### src/rtl/multibyte_add_sequencer.sv
`default_nettype none
// ============================================================================
// Module   : eight_bit_adder
// Purpose  : Combinational 8-bit ripple-carry adder. This is the single adder
//            that multibyte_add_sequencer reuses across every byte of an
//            operand.
// Ports    : A, B  - 8-bit addends
//            Cin   - carry into bit 0
//            Sum   - 8-bit sum
//            Carry - carry out of bit 7
// Revision : 1.0 - initial release
// ============================================================================
module eight_bit_adder (
  input  logic [7:0] A,
  input  logic [7:0] B,
  input  logic       Cin,
  output logic [7:0] Sum,
  output logic       Carry
);

  // c[i] is the carry into bit i.
  logic [8:0] c;

  assign c[0] = Cin;

  for (genvar i = 0; i < 8; i++) begin : g_bit
    assign Sum[i]   = A[i] ^ B[i] ^ c[i];
    assign c[i + 1] = (A[i] & B[i]) | (A[i] & c[i]) | (B[i] & c[i]);
  end

  assign Carry = c[8];

endmodule

// ============================================================================
// Module   : multibyte_add_sequencer
// Purpose  : Adds two NBYTES-wide operands by running one eight_bit_adder over
//            the bytes, least significant byte first, one byte per clock. The
//            carry between bytes is held in a register. The result is
//            published only once the whole operation has finished.
// Params   : NBYTES - bytes per operand (1..16); operand width W = 8*NBYTES
// Ports    : clk    - system clock, rising edge
//            reset  - asynchronous active-high reset
//            start  - request, accepted on a rising edge while ready=1
//            a, b   - W-bit operands, sampled at acceptance
//            cin    - carry into byte 0, sampled at acceptance
//            ready  - high only while idle
//            busy   - high while adding or signalling done
//            done   - one-cycle completion pulse
//            sum    - W-bit result of the last completed operation
//            cout   - carry out of the last completed operation
// Revision : 1.0 - initial release
// ============================================================================
module multibyte_add_sequencer #(
  parameter int NBYTES = 4
) (
  input  logic                  clk,
  input  logic                  reset,
  input  logic                  start,
  input  logic [8*NBYTES-1:0]   a,
  input  logic [8*NBYTES-1:0]   b,
  input  logic                  cin,
  output logic                  ready,
  output logic                  busy,
  output logic                  done,
  output logic [8*NBYTES-1:0]   sum,
  output logic                  cout
);

  localparam int W    = 8 * NBYTES;
  // Byte index width: one bit minimum so that NBYTES=1 still has a real index.
  localparam int IDXW = (NBYTES > 1) ? $clog2(NBYTES) : 1;

  localparam logic [IDXW-1:0] LAST_IDX = IDXW'(NBYTES - 1);

  localparam logic [1:0] ST_IDLE = 2'd0;
  localparam logic [1:0] ST_ADD  = 2'd1;
  localparam logic [1:0] ST_DONE = 2'd2;

  logic [1:0]      state;
  logic [1:0]      next_state;

  logic [W-1:0]    a_reg;
  logic [W-1:0]    b_reg;
  logic [W-1:0]    work_reg;
  logic            carry_reg;
  logic [IDXW-1:0] idx;

  logic [7:0]      a_byte;
  logic [7:0]      b_byte;
  logic [7:0]      add_sum;
  logic            add_carry;
  logic [W-1:0]    work_next;
  logic            is_last;

  assign is_last = (idx == LAST_IDX);

  // --------------------------------------------------------------------------
  // Datapath: select the current byte of each operand, run the shared adder,
  // and splice its result into the working value.
  // --------------------------------------------------------------------------
  always_comb begin
    a_byte = '0;
    b_byte = '0;
    for (int k = 0; k < NBYTES; k++) begin
      if (idx == IDXW'(k)) begin
        a_byte = a_reg[8*k +: 8];
        b_byte = b_reg[8*k +: 8];
      end
    end
  end

  eight_bit_adder u_adder (a_byte, b_byte, carry_reg, add_sum, add_carry);

  // work_next is the working value including the byte being added this cycle,
  // so the final byte is already present when the result is published.
  always_comb begin
    work_next = work_reg;
    for (int k = 0; k < NBYTES; k++) begin
      if (idx == IDXW'(k)) begin
        work_next[8*k +: 8] = add_sum;
      end
    end
  end

  // --------------------------------------------------------------------------
  // FSM: state register
  // --------------------------------------------------------------------------
  always_ff @(posedge clk or posedge reset) begin
    if (reset) begin
      state <= ST_IDLE;
    end else begin
      state <= next_state;
    end
  end

  // --------------------------------------------------------------------------
  // FSM: next-state logic
  // --------------------------------------------------------------------------
  always_comb begin
    next_state = state;
    case (state)
      ST_IDLE: begin
        if (start) begin
          next_state = ST_ADD;
        end
      end
      ST_ADD: begin
        if (is_last) begin
          next_state = ST_DONE;
        end
      end
      ST_DONE: begin
        next_state = ST_IDLE;
      end
      default: begin
        next_state = ST_IDLE;
      end
    endcase
  end

  // --------------------------------------------------------------------------
  // FSM: outputs (Moore, decoded from state only)
  // --------------------------------------------------------------------------
  always_comb begin
    ready = 1'b0;
    busy  = 1'b0;
    done  = 1'b0;
    case (state)
      ST_IDLE: begin
        ready = 1'b1;
      end
      ST_ADD: begin
        busy = 1'b1;
      end
      ST_DONE: begin
        busy = 1'b1;
        done = 1'b1;
      end
      default: begin
        ready = 1'b0;
      end
    endcase
  end

  // --------------------------------------------------------------------------
  // Operand capture, per-byte accumulation and result publication.
  // --------------------------------------------------------------------------
  always_ff @(posedge clk or posedge reset) begin
    if (reset) begin
      a_reg     <= '0;
      b_reg     <= '0;
      work_reg  <= '0;
      carry_reg <= 1'b0;
      idx       <= '0;
      sum       <= '0;
      cout      <= 1'b0;
    end else begin
      case (state)
        ST_IDLE: begin
          if (start) begin
            a_reg     <= a;
            b_reg     <= b;
            carry_reg <= cin;
            idx       <= '0;
            work_reg  <= '0;
          end
        end
        ST_ADD: begin
          work_reg  <= work_next;
          carry_reg <= add_carry;
          if (is_last) begin
            // Publish only the complete result; sum/cout stay frozen at all
            // other times so that partial results are never visible.
            sum  <= work_next;
            cout <= add_carry;
          end else begin
            idx <= idx + 1'b1;
          end
        end
        default: begin
          // DONE: nothing to update; the state machine returns to IDLE.
        end
      endcase
    end
  end

endmodule
`default_nettype wire

### config.mk
export PLATFORM = sky130hd
export DESIGN_NAME = multibyte_add_sequencer
export DESIGN_NICKNAME = d
export VERILOG_FILES = /design/src/rtl/multibyte_add_sequencer.sv
export SDC_FILE = /design/constraint.sdc
export NUM_CORES = 1
export LEC_CHECK = 0
export ABC_AREA = 1
export CAP_MARGIN = 20
export CORE_MARGIN = 5
export CORE_UTILIZATION = 40
export DETAILED_ROUTE_END_ITERATION = 10
export PLACE_DENSITY = 0.7
export SETUP_SLACK_MARGIN = 0.5
export SYNTH_ARGS = -nofsm -noshare
export SYNTH_HDL_FRONTEND = slang
export SYNTH_SLANG_ARGS = --single-unit
export TNS_END_PERCENT = 5
### constraint.sdc
create_clock -name clk -period 4.3 [get_ports clk]
set_input_delay 0.43 -clock clk [delete_from_list [all_inputs] [get_ports clk]]
set_output_delay 0.43 -clock clk [all_outputs]
set_load 0.005 [all_outputs]
## After elaboration in Yosys (flattened, before gate mapping)

Cells that the tools add are included.

| storage, ports and cells | value |
|---|---|
| output and inout port bits | 36 |
| bits in registers | 134 |
| logic and storage cells | 107 |

| operators by class | value |
|---|---|
| multiplexer cells | 25 |
| bitwise gates (word level) | 56 |
| equal/unequal tests | 8 |
| reduce and logical (&&, ||, !) cells | 9 |
| $add $sub $neg | 1 |

Operators with widths:

| operator | count |
|---|---|
| $mux 8 | 12 |
| $pmux 32 s2 | 1 |
| $mux 32 | 1 |
| $and 1x1->1 | 24 |
| $or 1x1->1 | 16 |
| $xor 1x1->1 | 16 |
| $mux 2 | 4 |
| $pmux 2 s2 | 2 |
| $reduce_and 2->1 | 4 |
| $eq 2x2->1 const B | 3 |
| $ne 2x2->1 const B | 3 |
| $eq 2x1->1 const B | 2 |
| $logic_not 2->1 | 2 |
| $mux 1 | 4 |
| $reduce_and 3->1 | 1 |
| $add 2x1->2 const B | 1 |
| $pmux 1 s2 | 1 |
| $reduce_bool 2->1 | 1 |
| $reduce_or 2->1 | 1 |

## Depth between registers and ports, before layout

| depth | value |
|---|---|
| depth after elaboration | 30 |
| gate-level depth with buffers | 21 |

## By module

From an unflattened synthesis, not the netlist that was laid out.

| unflattened totals | value |
|---|---|
| cell total of the unflattened synthesis | 761 |
| area, all modules | 6,054.6 µm² |

By module, submodules not included:

| module | instances | area each (µm²) | cells an instance |
|---|---|---|---|
| multibyte_add_sequencer | 1 | 5,856.9 | 743 |
| eight_bit_adder | 1 | 197.7 | 18 |

## Worst setup path after synthesis

No wires, ideal clock.

| timing path | value |
|---|---|
| path kind | register to register |
| from | register idx[1] |
| to | register work_reg[15] |
| path buffers | 2 |
| setup slack | -294 ps |
| stages on the path, launching flop included | 22 |
| data arrival time | 4,512 ps |
| cells stage by stage | dfrtp_1 inv_1 ha_1 buf_2 buf_2 nand2_1 nand3_1 nand2_1 nand2_1 fa_1 inv_1 fa_1 fa_1 fa_1 fa_1 fa_1 fa_1 inv_1 fa_1 o21ai_0 nand2_1 o21ai_0 |

| on the way | value |
|---|---|
| cells in the longest elaborated chain, start to end | 29 |

RTL lines:

| element | RTL line | source |
|---|---|---|
| start: declaration | 87 | `logic [IDXW-1:0] idx;` |
| start signal: assignment | 218 | `idx <= idx + 1'b1;` |
| $logic_not 2->1 | 106 | `if (idx == IDXW'(k)) begin` |
| $mux 8 (4 in series) | 106 |  |
| $and 1x1->1 | 28 | `assign c[i + 1] = (A[i] & B[i]) \| (A[i] & c[i]) \| (B[i] & c[i]);` |
| $or 1x1->1 (2 in series) | 28 |  |
| $and 1x1->1 | 28 |  |
| $or 1x1->1 (2 in series) | 28 |  |
| $and 1x1->1 | 28 |  |
| $or 1x1->1 (2 in series) | 28 |  |
| [... 4 more ...] | n/a |  |
| $or 1x1->1 (2 in series) | 28 |  |
| $and 1x1->1 | 28 |  |
| $or 1x1->1 (2 in series) | 28 |  |
| $and 1x1->1 | 28 |  |
| $or 1x1->1 (2 in series) | 28 |  |
| $xor 1x1->1 | 27 | `assign Sum[i] = A[i] ^ B[i] ^ c[i];` |
| $mux 8 * | 120 | `if (idx == IDXW'(k)) begin` |
| $pmux 32 s2 * | 199 | `case (state)` |
| end signal: assignment | 210 | `work_reg <= work_next;` |
| end: declaration | 85 | `logic [W-1:0] work_reg;` |

Mark *: on every way between the ends. The rest lies on a longest branch, timed or not.
A chain may end at the register's enable or synchronous reset.

## Worst setup path after layout

| timing path | value |
|---|---|
| from | register idx[0] |
| to | register sum[15] |

| on the way | value |
|---|---|
| cells in the longest elaborated chain, start to end | 28 |

RTL lines:

| element | RTL line | source |
|---|---|---|
| $logic_not 2->1 | 106 |  |
| $mux 8 (4 in series) | 106 |  |
| $and 1x1->1 | 28 |  |
| $or 1x1->1 (2 in series) | 28 |  |
| $and 1x1->1 | 28 |  |
| $or 1x1->1 (2 in series) | 28 |  |
| $and 1x1->1 | 28 |  |
| $or 1x1->1 (2 in series) | 28 |  |
| [... 3 more ...] | n/a |  |
| $and 1x1->1 | 28 |  |
| $or 1x1->1 (2 in series) | 28 |  |
| $and 1x1->1 | 28 |  |
| $or 1x1->1 (2 in series) | 28 |  |
| $and 1x1->1 | 28 |  |
| $or 1x1->1 (2 in series) | 28 |  |
| $xor 1x1->1 | 27 |  |
| $mux 8 | 120 |  |
| end signal: assignment | 215 | `sum <= work_next;` |
| end: declaration | 66 | `output logic [8*NBYTES-1:0] sum,` |

Several ways; a longest one is shown, not always the timed one.

==> results.cfg <==
[run_status]
outcome = finished clean

[setup_path]
crit_buf_inv = 4
reg2reg_slack_ns = 0.005
critPathCaptureType = register
worstPathRequired_ns = 4.64
critPathLaunch = idx[0]
critical-path-slowest-cell = fa_2
r2r_cells = 19
r2r-end = sum[15]
worst-path-stages = 19
cp-endpoint = sum[15]
cp-start-kind = register
cpLargestDelayFamily = adder cells
cpMostUsedCell = fa_2
critPathMaxFanout = 8
crit_type = register to register
worstPathCellList = inv_4 -> ha_4 -> inv_2 -> nand3_1 -> nand2_1 -> nand2_1 -> fa_1 -> inv_1 -> fa_2 -> fa_2 -> fa_2 -> fa_2 -> fa_2 -> fa_2 -> inv_2 -> fa_2 -> o21ai_2 -> nand2_1 -> nand2_1
cp_slowest_stage_delay_ns = 0.48
reg2reg_from = idx[0]
arrival_ns = 4.64

[die]
fp.dieH_um = 131
die_width_um = 131
coreArea_mm2 = 0.0145
rows = 44
initial_utilization = 0.406
dieArea_mm2 = 0.0172
pin_count = 104

[global_route]
grt_max_degree = 69
grt.total_usage = 0.182
antenna_found_initial = 0
grt_pass1_vias = 5198
grt_pass1_wl_mm = 25.9
grt-ovfl-total = 0

[pwr]
swShare = 0.396
internal_power_mw = 3.93
p_seq_frac = 0.307
total_power_mw = 6.50
leakage_nw = 3.97
cellPowerDensity_mw_per_mm2 = 825
ir_worst_vdd_mv = 0.397
p_sw_mw = 2.57
combinationalPowerShare = 0.457
clockPowerShare = 0.236

[final_layout]
fin_util = 0.544
fillers = 1366
antenna_cells = 0
areaGrowthSynthToFinish_pct = 34.0
layout-drive-gt1-share = 0.103
fin_nets = 945
multi_input_area_mm2 = 0.00247
final_cell_area_mm2 = 0.00788
final_cells = 1059
seq_area_mm2 = 0.00316

[cts]
ctsHoldBuffers = 0
root_buffer = clkbuf_16
cts_max_level = 4
clkLatencyLatePin_ns = 0.41
cts_inserted_buffers = 17
cts_sinks = 126
cts_tree = built
clock_path_buffers = 2
path_clk_slew_ns = 0.06

[timing]
slew-limit-headroom = 0.326
rsz0062_at_grt = yes
fin_ws_ns = 0.00535
timing.hold.ws_ns = 0.474
worstMarginPinSlew_ns = 1.01
finalClockSkew_ns = 0.00736
fin_crit_ns = 4.29
finalMaxSlewViolations = 0
setup_viol = 0
hold_violations = 0
period_share = 0.999
fmax_mhz = 233
tns_ns = 0

[routing]
drcViolationCount = 0
drt_iter0_drc = 425
vias_per_cell = 4.80
wl_per_cell_um = 14.6
wl_mm = 15.5
drt-pass1-iter-count = 5
vias = 5078
ant_nets = 0

[logic_synthesis]
synth_area_leader_cell = dfrtp_1
avgSynthCellArea_um2 = 7.76
syn_inst = 758
synth.most_common_cell = nand2_1
synth_flop_cell = dfrtp_1
synth_async_sr_flop_share = 1.00
syn-num-nets = 841
synth_top_area_frac = 0.536
synth.distinct_cells = 20
ys_seq_area_frac = 0.536
synth_common_cells = 417 x nand2_1, 126 x dfrtp_1, 55 x o21ai_0
ys_ff_latch = 126
synth_area_mm2 = 0.00588
netlist_top_cells_area = dfrtp_1 54%, nand2_1 27%, o21ai_0 4.7%
ys_warn_count = 0
synth_edf_count = 0

[min_path]
hold_path.class = register to register

[place]
gp_congestion = 0.887
place_hpwl_mm = 10.6
dp_cells = 1026
placed_area_mm2 = 0.00714
dp_slack_ns = -0.102
portBuffers = 103

[job]
maxCapViolCount = 0
[logic make-up after synthesis]
family / synth area share
DFF: 0.536
adders and majority gates: 0.0421
AOI/OAI and AO/OA: 0.0668
buffers and inverters: 0.0626
and+or+nand+nor: 0.292
[power groups by stage]
| stage | registers [mW] | clock network (mW) | logic, mW |
|---|---|---|---|
| floorplan | 1.90 | 0 | 1.74 |
| global placement | 1.98 | 0 | 2.75 |
| detailed placement | 1.99 | 0 | 2.80 |
| CTS | 1.99 | 1.55 | 2.90 |
| global route | 2.05 | 1.61 | 3.32 |
| finish | 1.99 | 1.54 | 2.97 |
[cells in the final DEF (no fill, tap or decap), drive strengths merged]
master	count
nand2	418
dfrtp	126
clkdlybuf4s50	103
o21ai	58
inv	45
nor2	29
buf	23
a21oi	19
clkbuf	19
fa	8
ha	7
nand3	6
clkinv	6
bufinv	5
clkinvlp	2
or2	1
[worst min-delay path, delay by kind of cell, from the launching register on]
kind,cells,cell delay (ns)
flops,1,0.34
simple gates,2,0.10
[final cells by class]
type,count,area share
tap,184,0.0292
sequential,126,0.401
clock buffer,19,0.0549
clock inverter,13,0.0248
timing repair buffer,126,0.155
multi-input combinational,546,0.313
inverter,45,0.0224
[worst min path at each step]
stage	startpoint	to	slack, ns	cells past startpoint
global placement	sum[18]	sum[18]	0.46	2
global route	sum[21]	sum[21]	0.50	2
detailed placement	sum[28]	sum[28]	0.46	2
finish	sum[30]	sum[30]	0.47	2
CTS	sum[21]	sum[21]	0.48	2
floorplan	b_reg[24]	b_reg[24]	0.44	2
[what timing repair did]
| action | in CTS | in global routing |
|---|---|---|
| resized for setup | 18 | 20 |
| pin swaps | 1 | 7 |
| buffers inserted | 0 | 1 |
| endpoints found under the setup margin | 16 | 22 |
[metal layers]
layer	global-route usage	wire length (um)
met1	0.241	6940
met2	0.301	7390
met3	0.0420	860
met4	0.0537	300
met5	0	0
(Power assumes the default switching activity.)
